--- src/rtl/mprj_io_retimer.sv ---
// rtl/mprj_io_retimer.sv - registered management GPIO bank: synchronised, glitch-filtered inputs
// and a freezable retiming pipeline on the out/oeb path.
module mprj_io_retimer #(
    parameter int IO_W       = 38,
    parameter int OEB_W      = 3,
    parameter int IN_SYNC    = 2,
    parameter int FILT_CNT   = 3,
    parameter int OUT_STAGES = 1
) (
    input  logic             wb_clk_i,
    input  logic             wb_rst_i,
    input  logic             filt_en,
    input  logic             freeze,
    input  logic [IO_W-1:0]  mgmt_gpio_in,
    output logic [IO_W-1:0]  mgmt_gpio_in_buf,
    output logic [IO_W-1:0]  mgmt_gpio_in_chg,
    input  logic [IO_W-1:0]  mgmt_gpio_out,
    output logic [IO_W-1:0]  mgmt_gpio_out_buf,
    input  logic [OEB_W-1:0] mgmt_gpio_oeb,
    output logic [OEB_W-1:0] mgmt_gpio_oeb_buf
);

    localparam int CW = (FILT_CNT > 0) ? $clog2(FILT_CNT + 1) : 1;
    localparam logic [CW-1:0] CNT_LAST = CW'((FILT_CNT > 0) ? FILT_CNT - 1 : 0);
    localparam bit FILT_PRESENT = (FILT_CNT > 0);
    localparam int PW = IO_W + OEB_W;
    localparam logic [PW-1:0] PIPE_RST = {{IO_W{1'b0}}, {OEB_W{1'b1}}};

    logic [IN_SYNC-1:0][IO_W-1:0] sync_q;
    logic [IO_W-1:0]              s;
    logic [IO_W-1:0]              f_q, f_d;
    logic [IO_W-1:0]              chg_q, chg_d;
    logic [CW-1:0]                c_q [IO_W];
    logic [CW-1:0]                c_d [IO_W];
    logic                         filt_active;
    logic [PW-1:0]                pipe_q [OUT_STAGES];

    always_ff @(posedge wb_clk_i) begin
        if (wb_rst_i) begin
            sync_q <= '0;
        end else begin
            sync_q[0] <= mgmt_gpio_in;
            for (int i = 1; i < IN_SYNC; i++) begin
                sync_q[i] <= sync_q[i-1];
            end
        end
    end

    assign s           = sync_q[IN_SYNC-1];
    assign filt_active = filt_en && FILT_PRESENT;

    // A new level is accepted on the FILT_CNT-th consecutive mismatch; any match restarts the count.
    always_comb begin
        f_d   = f_q;
        chg_d = '0;
        c_d   = c_q;
        for (int ch = 0; ch < IO_W; ch++) begin
            if (filt_active) begin
                if (s[ch] == f_q[ch]) begin
                    c_d[ch] = '0;
                end else if (c_q[ch] == CNT_LAST) begin
                    f_d[ch]   = s[ch];
                    c_d[ch]   = '0;
                    chg_d[ch] = 1'b1;
                end else begin
                    c_d[ch] = c_q[ch] + CW'(1);
                end
            end else begin
                f_d[ch]   = s[ch];
                c_d[ch]   = '0;
                chg_d[ch] = (s[ch] != f_q[ch]);
            end
        end
    end

    always_ff @(posedge wb_clk_i) begin
        if (wb_rst_i) begin
            f_q   <= '0;
            chg_q <= '0;
            for (int ch = 0; ch < IO_W; ch++) begin
                c_q[ch] <= '0;
            end
        end else begin
            f_q   <= f_d;
            chg_q <= chg_d;
            for (int ch = 0; ch < IO_W; ch++) begin
                c_q[ch] <= c_d[ch];
            end
        end
    end

    assign mgmt_gpio_in_buf = f_q;
    assign mgmt_gpio_in_chg = chg_q;

    // Freeze stalls the whole pipeline so in-flight values survive and resume intact.
    always_ff @(posedge wb_clk_i) begin
        if (wb_rst_i) begin
            for (int i = 0; i < OUT_STAGES; i++) begin
                pipe_q[i] <= PIPE_RST;
            end
        end else if (!freeze) begin
            pipe_q[0] <= {mgmt_gpio_out, mgmt_gpio_oeb};
            for (int i = 1; i < OUT_STAGES; i++) begin
                pipe_q[i] <= pipe_q[i-1];
            end
        end
    end

    assign mgmt_gpio_out_buf = pipe_q[OUT_STAGES-1][PW-1:OEB_W];
    assign mgmt_gpio_oeb_buf = pipe_q[OUT_STAGES-1][OEB_W-1:0];

endmodule

--- config.mk ---
export PLATFORM = sky130hd
export DESIGN_NAME = mprj_io_retimer
export DESIGN_NICKNAME = d
export VERILOG_FILES = /design/src/rtl/mprj_io_retimer.sv
export SDC_FILE = /design/constraint.sdc
export NUM_CORES = 1
export LEC_CHECK = 0
export BUFFER_PORTS_ARGS = -buffer_cell sky130_fd_sc_hd__buf_2
export CAP_MARGIN = 10
export CORE_UTILIZATION = 54
export DETAILED_ROUTE_END_ITERATION = 6
export GPL_ROUTABILITY_DRIVEN = 0
export MAX_ROUTING_LAYER = met4
export PLACE_DENSITY = 0.79
export SYNTH_ARGS = -nofsm -noshare
export SYNTH_HDL_FRONTEND = slang
export SYNTH_SLANG_ARGS = --single-unit
export TNS_END_PERCENT = 30
--- constraint.sdc ---
create_clock -name wb_clk_i -period 3.3 [get_ports wb_clk_i]
set_clock_uncertainty 0.05 [all_clocks]
set_input_delay 0.66 -clock wb_clk_i [delete_from_list [all_inputs] [get_ports wb_clk_i]]
set_output_delay 0.66 -clock wb_clk_i [all_outputs]
set_load 0.1 [all_outputs]
# After elaboration in Yosys (flattened, before gate mapping)
# Memory sizes are Yosys's and may differ from the RTL's.
# Cells that the tools add are included.
[op_classes] n_eq_ne=190 reduce_logical=77 n_mul=0 shift=0 muxes=235 n_bitwise=1 add_sub_neg=38 div=0 order_cmp=0
[ops] op="$mux 1" count=234
[ops] op="$reduce_or 4->1" count=38
[ops] op="$add 2x1->2 const B" count=38
[ops] op="$eq 2x2->1 const B" count=38
[ops] op="$ne 2x1->1 const B" count=38
[ops] op="$ne 2x2->1 const B" count=38
[ops] op="$reduce_and 2->1" count=38
[ops] op="$mux 41" count=1
[ops] op="$reduce_or 41->1" count=1
[ops] op="$eq 1x1->1" count=38
[ops] op="$ne 1x1->1" count=38
[ops] op="$not 1->1" count=1
[totals] romBits=0 out_inout_bits=117 reg_bits=228 memories=1 elab_cells=621 latch_bits=0 input_bits=83 mem_bits_rw=41
[memory_table] memory="pipe_q" depth=1 width=41 rd=1 rd_ports_with_merged_regs=0 wr=1 line_no="36" rtl="logic [PW-1:0] pipe_q [OUT_STAGES];"

# Depth between registers and ports, before layout
[depth] ltp_word=5 depth_mapped=5

# Worst setup path before layout
# No wires, ideal clock.
[synth_timing] path_kind="input to register" startpoint="input wb_rst_i" endpoint="memory pipe_q[0][0] in the netlist's numbering (enable)" t_required_ns=2.845 arrival_ns=2.099 slack_ns=0.746 setup_ns=0.405 n_path_buf=3 cell_stages=4 path_cell_list="buf_4 buf_6 buf_6 nand2b_1"
[synth_between] elab_chain_len=4
[synth_rtl] item="from (decl)" line_no="11" rtl="input logic wb_rst_i,"
[synth_rtl] item="$mux 1" line_no="97" rtl="if (wb_rst_i) begin"
[synth_rtl] item="$mux 1 (not written as such)" line_no="102" rtl="pipe_q[0] <= {mgmt_gpio_out, mgmt_gpio_oeb};"
[synth_rtl] item="$reduce_or 41->1 (no source line)"
[synth_rtl] item="$mux 1 (no source line) (*)"
[synth_rtl] item="to (decl)" line_no="36"
# Mark *: on every way between the ends. The rest lies on a longest branch, timed or not.

# Final worst setup path
[layout_timing] startpoint="register f_q[37], in the netlist mgmt_gpio_in_buf[37]" endpoint="output mgmt_gpio_in_buf[37]"
[layout_rtl] item="from (decl)" line_no="31" rtl="logic [IO_W-1:0] f_q, f_d;"
[layout_rtl] item="from (signal assigned)" line_no="78" rtl="f_q <= '0;"
[layout_rtl] item="from (signal assigned)" line_no="84" rtl="f_q <= f_d;"
[layout_rtl] item="to (decl)" line_no="15" rtl="output logic [IO_W-1:0] mgmt_gpio_in_buf,"
# No word-level cell between the ends.

==> impl_metrics.env <==
export IMPL_relSlewSlack=0.5599
export IMPL_hpwl_um=11380
export IMPL_layout_commonest_cell="dfxtp_1"
export IMPL_slew_viol_final=0
export IMPL_rrSetupSlack_ps=2090
export IMPL_h_tree_depth=1
export IMPL_postRouteAntennaNets=0
export IMPL_cts_setup_buffers=0
export IMPL_grtUsageTotal=0.1887
export IMPL_die_area_mm2=0.01848
export IMPL_insertion_delay_ps=510
export IMPL_synth_fp_nets=960
export IMPL_dr_total_vias=6344
export IMPL_fillCellCount=1309
export IMPL_required_ps=2590
export IMPL_drive_above_1_share=0.2328
export IMPL_crit_fanout=3
export IMPL_fin_crit_ps=2072
export IMPL_cts_sinks=269
export IMPL_synth_distinct_cells=22
export IMPL_cp_start_kind="flop"
export IMPL_firstDrtPassIters=4
export IMPL_cts_buffers=27
export IMPL_ys_top_cells_by_area="dfxtp_1 (47%), edfxtp_1 (13%), nor2b_1 (7.3%)"
export IMPL_setup_tns_ps=0
export IMPL_die_h_um=136.0
export IMPL_final_instance_count_excl_fill=1273
export IMPL_clk_pin_slew_ps=60
export IMPL_grt_pass1_vias=6019
export IMPL_multi_input_area_mm2=0.003485
export IMPL_critPathKind="flop to output pin"
export IMPL_clk_path_buf_depth=3
export IMPL_start_util=0.5563
export IMPL_ir_worst_vdd_mv=0.5201
export IMPL_fmax_ghz=0.4826
export IMPL_final_nets=1149
export IMPL_ys_seq_area_frac=0.5981
export IMPL_layout_area_overhead_vs_synth_pct=19.89
export IMPL_cp_slowest_cell="buf_2"
export IMPL_grt_pass1_wl_um=27660
export IMPL_hold_viol=0
export IMPL_muxShareOfSynthArea=0
export IMPL_max_stage_delay_ps=460
export IMPL_totalWireLength_um=17410
export IMPL_setup_violations=0
export IMPL_cts_resized=0
export IMPL_path_buf_inv=1
export IMPL_powerDensity_mw_per_mm2=624.5
export IMPL_placed_cells_incl_taps=1224
export IMPL_synthFlopType="dfxtp_1"
export IMPL_rsz0062_at_grt="false"
export IMPL_grt_overflow=0
export IMPL_avgViaCountPerCell=4.984
export IMPL_synthXorXnorAreaFrac=0.03435
export IMPL_p_leak_nw=4.690
export IMPL_synth_top_family_by_area="simple AND/OR/NAND/NOR gates"
export IMPL_seq_area_mm2=0.005796
export IMPL_path_cells="buf_2"
export IMPL_final_cell_mix="dfxtp_1 (228), buf_2 (197), nor2b_1 (113)"
export IMPL_cts_tree="done"
export IMPL_postLayoutCellArea_mm2=0.01162
export IMPL_wire_per_inst_um=13.68
export IMPL_synth_simple_area_share=0.2563
export IMPL_syn_avg_cell_area_um2=11.55
export IMPL_grt_max_degree=168
export IMPL_num_io_pins=200
export IMPL_rows=48
export IMPL_cap_violations=0
export IMPL_outcome="finished, final reports clean"
export IMPL_core_area_mm2=0.01742
export IMPL_antenna_cells=0
export IMPL_synth_compound_area_frac=0.01963
export IMPL_die_x_um=136.0
export IMPL_antenna_found_initial=0
export IMPL_root_buffer="clkbuf_16"
export IMPL_holdWs_ps=300.2
export IMPL_async_flop_share=0
export IMPL_syn_inst=839
export IMPL_worst_setup_path_end_kind="output pin"
export IMPL_timing_final_crit_share=0.6279
export IMPL_holdBufCountCts=0
export IMPL_drc=0
export IMPL_synth_edf_count=41
export IMPL_synth_fa_ha_area_frac=0.04907
export IMPL_drtIter0Drc=252
export IMPL_critical_path_arrival_ps=1360
export IMPL_path_delay_family="buffers and inverters"
export IMPL_hp_class="primary input to flop"
export IMPL_synth_top_area_frac=0.4711
export IMPL_yosysWarnings=0
export IMPL_tightest_slew_ps=660.1
export IMPL_synth_area_leader_cell="dfxtp_1"
export IMPL_synth_area_mm2=0.009689
export IMPL_final_util=0.6670
export IMPL_synth_seq_cells=269
export IMPL_postPlaceCellArea_mm2=0.01077
export IMPL_io_buffer_count=199
cells by family after synthesis:
logic type               Yosys count
XOR/XNOR                          38
adder cells (fa/ha/maj)           38
AO/OA/AOI/OAI                     38
AND/OR/NAND/NOR                  373
flip-flops                       269
buffers and inverters             83
where the power goes:
part,internal (mW),switching [mW]
sequential,3.45,0.0458
combinational,0.183,0.662
clock,1.74,1.18
total,5.37,1.88
state kept, by name, indices dropped and copies added, names as in the netlist:
| signal | cells |
|---|---|
| pipe_q | 41 |
| mgmt_gpio_in_buf | 38 |
| mgmt_gpio_in_chg | 38 |
| sync_q | 38 |
| s | 38 |
| c_q | 76 |
routing by layer:
layer / routed length (um) / part of all wire / GRT usage
met5: 0 / 0 / -
met1: 7739 / 0.44 / 0.2288
met4: 289 / 0.017 / 0.05309
met3: 1174 / 0.067 / 0.03766
met2: 8210 / 0.47 / 0.3183
layout make-up:
cell class	count	area share
clock buffer	42	0.06560
clock inverter	7	0.007540
inverter	38	0.01228
multi-input combinational	487	0.3000
sequential	269	0.4989
tap	225	0.02424
timing repair buffer	205	0.09145
cell usage after synthesis (3+ instances only):
| library cell | instances |
|---|---|
| dfxtp_1 | 228 |
| nor3_1 | 38 |
| nand2b_1 | 65 |
| nor4_1 | 75 |
| and2_1 | 38 |
| ha_1 | 38 |
| inv_1 | 38 |
| edfxtp_1 | 41 |
| nor2b_1 | 113 |
| nand4bb_1 | 38 |
| or3_1 | 3 |
| buf_2 | 19 |
| xnor2_1 | 38 |
| clkbuf_1 | 14 |
| o21ai_1 | 37 |
| buf_6 | 9 |
final timing paths:
check                                     from  depth (start not counted)                   end
max          mgmt_gpio_in_buf[37]$_SDFFE_PP0P_                          1  mgmt_gpio_in_buf[37]
min                            mgmt_gpio_in[6]                          2  sync_q[6]$_SDFF_PP0_
max reg2reg                 c_q[58]$_SDFF_PP0_                          4    c_q[58]$_SDFF_PP0_
min reg2reg                  c_q[2]$_SDFF_PP0_                          1     c_q[2]$_SDFF_PP0_
per-stage QoR:
step | power (mW) | setup WS [ps]
final | 7.255 | 1228
after global routing | 7.512 | 1167
after CTS | 7.338 | 1201
after detailed placement | 4.413 | 1090
after global placement | 4.401 | 1197
after floorplan | 4.267 | 746.4
Note: power is estimated with default switching activity, not from simulation.
